$ cat src/rtl/chacha_stream_ctrl.sv
// chacha_stream_ctrl: packs 64-bit plaintext beats into 512-bit blocks for
// chacha_core, drives its init/next handshake with an auto-incrementing block
// counter, and unpacks the 512-bit result back into 64-bit ciphertext beats.
// Optional WAIT-state watchdog: define CHACHA_STREAM_TIMEOUT_EN.
module chacha_stream_ctrl #(
  parameter logic [63:0] CTR_INIT       = 64'd0,
  parameter int unsigned TIMEOUT_CYCLES = 16
) (
  input  logic         clk,
  input  logic         reset_n,
  input  logic         start,
  input  logic [255:0] key,
  input  logic [63:0]  iv,
  input  logic         in_valid,
  output logic         in_ready,
  input  logic [63:0]  in_data,
  input  logic         in_last,
  output logic         out_valid,
  input  logic         out_ready,
  output logic [63:0]  out_data,
  output logic         out_last,
  output logic         done,
  output logic         ctr_wrap,
  output logic         err,
  output logic         core_init,
  output logic         core_next,
  output logic [255:0] core_key,
  output logic [63:0]  core_ctr,
  output logic [63:0]  core_iv,
  output logic [511:0] core_data_in,
  input  logic         core_ready,
  input  logic         core_data_out_valid,
  input  logic [511:0] core_data_out
);

  typedef enum logic [2:0] {IDLE, FILL, ISSUE, WAIT, DRAIN} state_t;

  state_t       state_q, state_d;
  logic         first_q;     // next issue is the message's first block
  logic         last_blk_q;  // block being processed ends the message
  logic [2:0]   wr_idx_q;    // next plaintext word slot
  logic [2:0]   rd_idx_q;    // next ciphertext word to emit
  logic [2:0]   last_idx_q;  // index of the last valid word (nbeats-1)
  logic [511:0] obuf_q;
  logic         in_fire, out_fire, fill_end, drain_end, timeout;
  logic [8:0]   wr_base, rd_base;

  // Word 0 lives in the MSBs, so slot k starts at bit 64*(7-k).
  assign wr_base   = {3'd7 - wr_idx_q, 6'd0};
  assign rd_base   = {3'd7 - rd_idx_q, 6'd0};
  assign out_data  = obuf_q[rd_base +: 64];
  assign in_fire   = in_valid & in_ready;
  assign out_fire  = out_valid & out_ready;
  assign fill_end  = in_fire & (in_last | (wr_idx_q == 3'd7));
  assign drain_end = out_fire & (rd_idx_q == last_idx_q);

  // Next-state and handshake outputs decoded from the current state.
  always_comb begin
    // NOTE: every signal written here gets a default first so no path infers a latch.
    state_d   = state_q;
    in_ready  = 1'b0;
    out_valid = 1'b0;
    out_last  = 1'b0;
    core_init = 1'b0;
    core_next = 1'b0;
    unique case (state_q)
      IDLE: if (start) state_d = FILL;
      FILL: begin
        in_ready = 1'b1;
        if (in_valid && (in_last || wr_idx_q == 3'd7)) state_d = ISSUE;
      end
      ISSUE: if (core_ready) begin
        core_init = first_q;
        core_next = !first_q;
        state_d   = WAIT;
      end
      WAIT: begin
        if (core_data_out_valid) state_d = DRAIN;
        else if (timeout)        state_d = IDLE;
      end
      DRAIN: begin
        out_valid = 1'b1;
        out_last  = last_blk_q && (rd_idx_q == last_idx_q);
        if (out_ready && rd_idx_q == last_idx_q) state_d = last_blk_q ? IDLE : FILL;
      end
      default: state_d = IDLE;
    endcase
  end

  // State register.
  always_ff @(posedge clk or negedge reset_n) begin
    // NOTE: sequential state uses non-blocking assignments so every flop samples pre-edge values.
    if (!reset_n) state_q <= IDLE;
    else          state_q <= state_d;
  end

  // Datapath: key/iv/counter latching, block packing, result capture, pulses.
  always_ff @(posedge clk or negedge reset_n) begin
    if (!reset_n) begin
      first_q      <= 1'b0;
      last_blk_q   <= 1'b0;
      wr_idx_q     <= '0;
      rd_idx_q     <= '0;
      last_idx_q   <= '0;
      core_key     <= '0;
      core_iv      <= '0;
      core_ctr     <= '0;
      core_data_in <= '0;
      // NOTE: the 512-bit buffer is plain flops, not a RAM, so it resets like the rest and out_data reads 0.
      obuf_q       <= '0;
      done         <= 1'b0;
      ctr_wrap     <= 1'b0;
    end else begin
      done     <= 1'b0;
      ctr_wrap <= 1'b0;
      case (state_q)
        IDLE: if (start) begin
          core_key     <= key;
          core_iv      <= iv;
          core_ctr     <= CTR_INIT;
          first_q      <= 1'b1;
          wr_idx_q     <= '0;
          core_data_in <= '0;
        end
        FILL: if (in_fire) begin
          core_data_in[wr_base +: 64] <= in_data;
          wr_idx_q <= fill_end ? 3'd0 : wr_idx_q + 3'd1;
          if (fill_end) begin
            last_idx_q <= wr_idx_q;
            last_blk_q <= in_last;
          end
        end
        ISSUE: if (core_ready) first_q <= 1'b0;
        WAIT: if (core_data_out_valid) begin
          // Result is a single-cycle pulse: capture it on the cycle it appears.
          obuf_q   <= core_data_out;
          rd_idx_q <= '0;
        end
        DRAIN: if (out_fire) begin
          rd_idx_q <= rd_idx_q + 3'd1;
          if (drain_end) begin
            if (last_blk_q) begin
              done <= 1'b1;
            end else begin
              core_ctr     <= core_ctr + 64'd1;
              ctr_wrap     <= &core_ctr;
              core_data_in <= '0;  // unfilled words of the next block read 0
            end
          end
        end
        default: ;
      endcase
    end
  end

`ifdef CHACHA_STREAM_TIMEOUT_EN
  localparam int unsigned CNT_W = $clog2(TIMEOUT_CYCLES + 1);
  logic [CNT_W-1:0] wait_cnt_q;

  assign timeout = (state_q == WAIT) && !core_data_out_valid &&
                   (wait_cnt_q == CNT_W'(TIMEOUT_CYCLES - 1));

  // Watchdog: counts cycles spent in WAIT, flags err when the limit expires.
  always_ff @(posedge clk or negedge reset_n) begin
    if (!reset_n) begin
      wait_cnt_q <= '0;
      err        <= 1'b0;
    end else begin
      err        <= timeout;
      wait_cnt_q <= (state_q == WAIT) ? wait_cnt_q + CNT_W'(1) : '0;
    end
  end
`else
  assign timeout = 1'b0;
  assign err     = 1'b0;
`endif

endmodule

$ cat config.mk
export PLATFORM = sky130hd
export DESIGN_NAME = chacha_stream_ctrl
export DESIGN_NICKNAME = d
export VERILOG_FILES = /design/src/rtl/chacha_stream_ctrl.sv
export SDC_FILE = /design/constraint.sdc
export NUM_CORES = 2
export LEC_CHECK = 0
export CORE_AREA = 2 2 727 729
export CTS_CLUSTER_SIZE = 28
export DETAILED_ROUTE_END_ITERATION = 12
export DIE_AREA = 0 0 729 731
export PLACE_DENSITY = 0.3
export SLEW_MARGIN = 20
export SYNTH_ARGS = -nofsm -noshare
export SYNTH_HDL_FRONTEND = slang
export SYNTH_SLANG_ARGS = --single-unit
$ cat constraint.sdc
create_clock -name clk -period 4.28 [get_ports clk]
set_input_delay 0.856 -clock clk [delete_from_list [all_inputs] [get_ports clk]]
set_output_delay 0.856 -clock clk [all_outputs]
set_load 0.02 [all_outputs]
Yosys cells after proc, flatten, opt, wreduce, memory -nomap -nowiden
Index checks and enable logic that the tools add are counted.
{"block": "totals", "word_cells": 107, "out_inout_bits": 968, "register_bits": 1424, "inputBits": 904}
{"block": "classes", "n_reduce_logical": 21, "mux": 44, "n_shift": 3, "bitwise": 5, "eq_ne": 15, "add_sub_neg": 6}
{"op": "$mux W512", "n": 5}
{"op": "$pmux W512 S3", "n": 1}
{"op": "$bwmux W512", "n": 1}
{"op": "$shift A64 B11 Y512 const A", "n": 1}
{"op": "$shiftx A512 B10 Y64", "n": 1}
{"op": "$shiftx A64 B11 Y512", "n": 1}
{"op": "$mux W64", "n": 4}
{"op": "$pmux W64 S2", "n": 1}
{"op": "$add A64 B1 Y64 const B", "n": 1}
{"op": "$reduce_and A64 Y1", "n": 1}
{"op": "$mux W3", "n": 10}
{"op": "$mux W1", "n": 18}
{"op": "$ne A2 B2 Y1 const B", "n": 9}
{"op": "$pmux W3 S5", "n": 1}
{"op": "$pmux W3 S2", "n": 2}
{"op": "$reduce_and A3 Y1", "n": 4}
{"op": "$neg A9 Y11", "n": 1}
{"op": "$reduce_and A5 Y1", "n": 2}
{"op": "$reduce_bool A2 Y1", "n": 4}
{"op": "$add A3 B1 Y3 const B", "n": 2}
{"op": "$eq A3 B2 Y1 const B", "n": 2}
{"op": "$eq A3 B3 Y1 const B", "n": 2}
{"op": "$reduce_and A6 Y1", "n": 1}
{"op": "$sub A3 B3 Y3 const A", "n": 2}
{"op": "11 further kinds", "n": 17}

Logic depth before layout (Yosys ltp)
{"block": "logic_depth", "ltp_word": 7, "ltp_mapped": 9, "mapped_depth_nobuf": 7}

Worst setup path after synthesis
No wires, ideal clock.
{"block": "synth_timing", "path_kind": "flip-flop to output port", "startpoint": "register rd_idx_q[0]", "endpoint": "output out_data[10]", "required_ns": 3.424, "setup_slack_ns": 1.285, "path_buffers": 3, "stages_incl_launch_ff": 6, "arrival_ns": 2.139, "path_cell_list": "dfrtp_1 > buf_2 > clkbuf_1 > buf_1 > mux4_2 > mux2_2"}
{"block": "synth_between", "elab_chain_len": 2}
{"element": "start: declaration", "line_no": "42", "rtl": "logic [2:0] rd_idx_q;"}
{"element": "start signal: assignment", "line_no": "140", "rtl": "rd_idx_q <= rd_idx_q + 3'd1;"}
{"element": "$sub A3 B3 Y3", "line_no": "50", "rtl": "assign rd_base = {3'd7 - rd_idx_q, 6'd0};"}
{"element": "$shiftx A512 B10 Y64", "line_no": "51", "rtl": "assign out_data = obuf_q[rd_base +: 64];"}
{"element": "end: declaration", "line_no": "20", "rtl": "output logic [63:0] out_data,"}
Every way passes these cells.

Final worst setup path
{"block": "layout_timing", "startpoint": "register rd_idx_q[0]", "endpoint": "output out_data[50]"}
Same word-level chain as after synthesis.

==> key figures <==
Final layout
  – Syn-to-layout area delta: 59.1%
  – Share of cells above drive strength 1: 0.101
  – FILL cells: slightly below 60,000
  – Most frequent cells in the layout: 2,546 x nand2_1, 1,821 x clkdlybuf4s50_1, 1,421 x dfrtp_1, 259 x a32o_1, 257 x a22o_1
  – Most common cell after layout, fill and taps aside: nand2_1
  – Final #Nets: about 8,300

Clock network
  – CTS tree: built
  – Clock root buffer: clkbuf_16
  – Clock Tree Buf Depth: 4
  – Clock transition at the registers of the reported paths: approximately 0.060 ns
  – Worst-skew pair later-pin latency: between 0.9 and 1 ns
  – Total CTS buffers: roughly 200
  – Clk sinks: between 1,000 and 1,500
  – H-tree depth: 4

Timing
  – Fmax achieved: around 240 MHz
  – Slew HR: 0.222
  – Fin crit share: 0.958
  – Setup violations, final: 0
  – Hold Fails Final Rpt: 0
  – Final Skew: roughly 0.095 ns
  – Sum Neg Setup Slack: 0 ns
  – Max-slew violations: 0
  – Unrepaired setup endpoints after global routing: false
  – Post-layout min period: slightly above 4 ns
  – Worst hold slack: 0.470 ns
  – Post-route setup slack: around 0.18 ns
  – Worst-Margin Slew: between 1 and 1.5 ns

GRT
  – Vias in the first global route: roughly 54,000
  – Initial antenna violation count: approximately 280
  – Total grt overflow: 0
  – Largest net degree at the start of global routing: around 150
  – Total track usage: 0.159
  – First-pass GRT wire length: 565 mm

Die
  – IO Pins: 1,872
  – Die H: roughly 730 µm
  – Die width: about 730 µm
  – Initial Util: 0.111
  – Die area: 533,000 µm²
  – Cell Rows: roughly 270
  – Core footprint: 526,000 µm²

Placement
  – Placement Setup Slack: 0.380 ns
  – Detailed placer's ending HPWL: 357 mm
  – Gp weighted congestion: 0.878
  – Buffers on Ports: around 1,900

Power
  – NetSw: 26,000 µW
  – Max VDD drop: ~430 µV
  – Int Power: around 37,000 µW
  – Pwr dens: around 700 nW/µm²
  – Comb power frac: 0.397
  – Leak: between 0.04 and 0.05 µW
  – Clock power share: 0.276
  – Reg power frac: 0.327
  – Sw Share: 0.410

Worst setup path
  – FF-to-FF Start: rd_idx_q[0]
  – CP most frequent cell: buf_4
  – Critical path endpoint category: output port
  – CP startpoint kind: register
  – Crit path arrival time: approximately 3.3 ns
  – CP max-delay cell: clkdlybuf4s50_1
  – Crit Path Class: reg -> out
  – Critical Path, Cell by Cell: buf_4 -> buf_4 -> mux4_2 -> mux2_2 -> clkdlybuf4s50_1
  – Worst-path fanout max: 9
  – Required @ worst endpoint: approximately 3.4 ns
  – Critical Path Start: rd_idx_q[0]
  – Max incr delay on CP: approximately 0.70 ns

Routing
  – Iteration-0 DRC count of the detailed router: roughly 3,400
  – DRC viols: 0
  – Final ANT Viol Nets: 0
  – Via Count: 52,328
  – Vias per cell: approximately 3.6
  – Drt total wl: between 400 and 500 mm
  – Wire length per cell: approximately 30 µm
  – DRT Pass-1 Iters: 6

Logic synthesis
  – Synth Warn #: 0
  – Avg Cell Area, Syn: 10.5 µm²
  – Netlist Area Pre-Place: ~58,000 µm²
  – Sequential share of the synthesized area: 0.610
  – Yosys reg bits: 1,424
  – EDFF count, synth: 0
  – Dominant synthesized flop cell: dfrtp_1
  – Synth async-reset ratio: 1.00
  – Distinct cells, synth: a little over 70
  – Mapped Nets: between 6,000 and 7,000
  – Cells after Synth: 5,550

Outcome
  – Outcome: completed

Flow run
  – Max cap viols: 0

Worst hold path
  – Hold Crit Start: obuf_q[363]
  – HP Class: reg -> reg
## final cells by class
type / count / area, µm² / area share
antenna: 119 / 298 / 0.00320
clock buffer: 299 / 5880 / 0.0632
clock inverter: 65 / 878 / 0.00945
inverter: 24 / 97.6 / 0.00105
multi-input combinational: 3660 / 20900 / 0.225
sequential: 1424 / 35600 / 0.383
tap: 6994 / 8750 / 0.0941
timing repair buffer: 2038 / 20500 / 0.221
## critical path: cells and delay by family, from the launching register on
kind / cells / cell delay (ns)
buffers and inverters: 3 / 1.05
muxes: 2 / 0.84
DFF: 1 / 0.43
## Yosys cell counts (14+ instances only)
master | count | share of area
nor3_1 | 16 | 0.0014
dfrtp_1 | 1424 | 0.61
or4_1 | 16 | 0.0021
nor2_1 | 37 | 0.0024
buf_6 | 24 | 0.0046
buf_1 | 85 | 0.0055
and3_1 | 14 | 0.0015
a22o_1 | 257 | 0.039
nor4_1 | 22 | 0.0024
buf_2 | 63 | 0.0054
nand2_1 | 2549 | 0.16
mux2_2 | 68 | 0.013
nand4_1 | 46 | 0.0049
inv_1 | 24 | 0.0015
clkbuf_1 | 265 | 0.017
nand3_1 | 40 | 0.0034
a32o_1 | 259 | 0.044
mux4_2 | 129 | 0.050
o21ai_0 | 28 | 0.0024
a21oi_1 | 24 | 0.0021
## flip-flops by register name, summed over array words and instances (netlist names)
name	flops
state_q	3
last_blk_q	1
ctr_wrap	1
last_idx_q	3
obuf_q	512
core_data_in	512
core_key	256
core_ctr	64
wr_idx_q	3
rd_idx_q	3
core_iv	64
first_q	1
done	1
## kinds of logic after synthesis
| group | share of synthesized area |
|---|---|
| AO/OA/AOI/OAI | 0.0962 |
| AND/OR/NAND/NOR | 0.192 |
| adder cells (fa/ha/maj) | 0.00107 |
| flip-flops | 0.610 |
| multiplexers | 0.0642 |
| XOR/XNOR | 0.00236 |
| other | 0.0000642 |
| buffers and inverters | 0.0346 |
## stage by stage
step | total power, µW | std cells | util | cell area [µm²]
global placement | 46800 | 14131 | 0.163 | 85800
global route | 67000 | 14578 | 0.176 | 92800
finish | 63400 | 14623 | 0.177 | 93000
floorplan | 31800 | 5550 | - | 58400
CTS | 65100 | 14504 | 0.176 | 92600
detailed placement | 46900 | 14131 | 0.163 | 85800
## worst paths after layout
check | endpoint | slack (ns) | depth (start not counted)
worst max-delay path | out_data[50] | 0.18 | 5
worst min-delay path | obuf_q[363] | 0.47 | 2
worst max register to register | core_data_in[172] | 0.88 | 10
worst min register to register | obuf_q[363] | 0.47 | 2
max in group asynchronous | core_data_in[435] | 2.13 | 4
min in group asynchronous | core_data_in[86] | 0.62 | 2
## power by group through the flow
| stage | Sequential, µW | Combinational (µW) | Clock (µW) |
|---|---|---|---|
| floorplan | 22000 | 9770 | 0 |
| global placement | 21000 | 25800 | 0 |
| detailed placement | 21000 | 25900 | 0 |
| CTS | 20800 | 26100 | 18200 |
| global route | 21200 | 27100 | 18700 |
| finish | 20700 | 25200 | 17500 |
## what timing repair did
item                       CTS  global route
resized for setup           23             4
setup endpoints to repair   58             4
buffers inserted             8             0
hold buffers                 1             0
hold endpoints to repair    31             0
## layer usage
metal	part of all wire	global-route usage	vias to the layer above	wire, µm
li1	-	-	22563	-
met1	0.36	0.172	26650	159000
met2	0.50	0.281	2167	218000
met3	0.092	0.0599	770	40600
met4	0.047	0.0586	178	20600
met5	0.0027	0	-	1190
No activity file was read; power rests on OpenSTA's default activity.
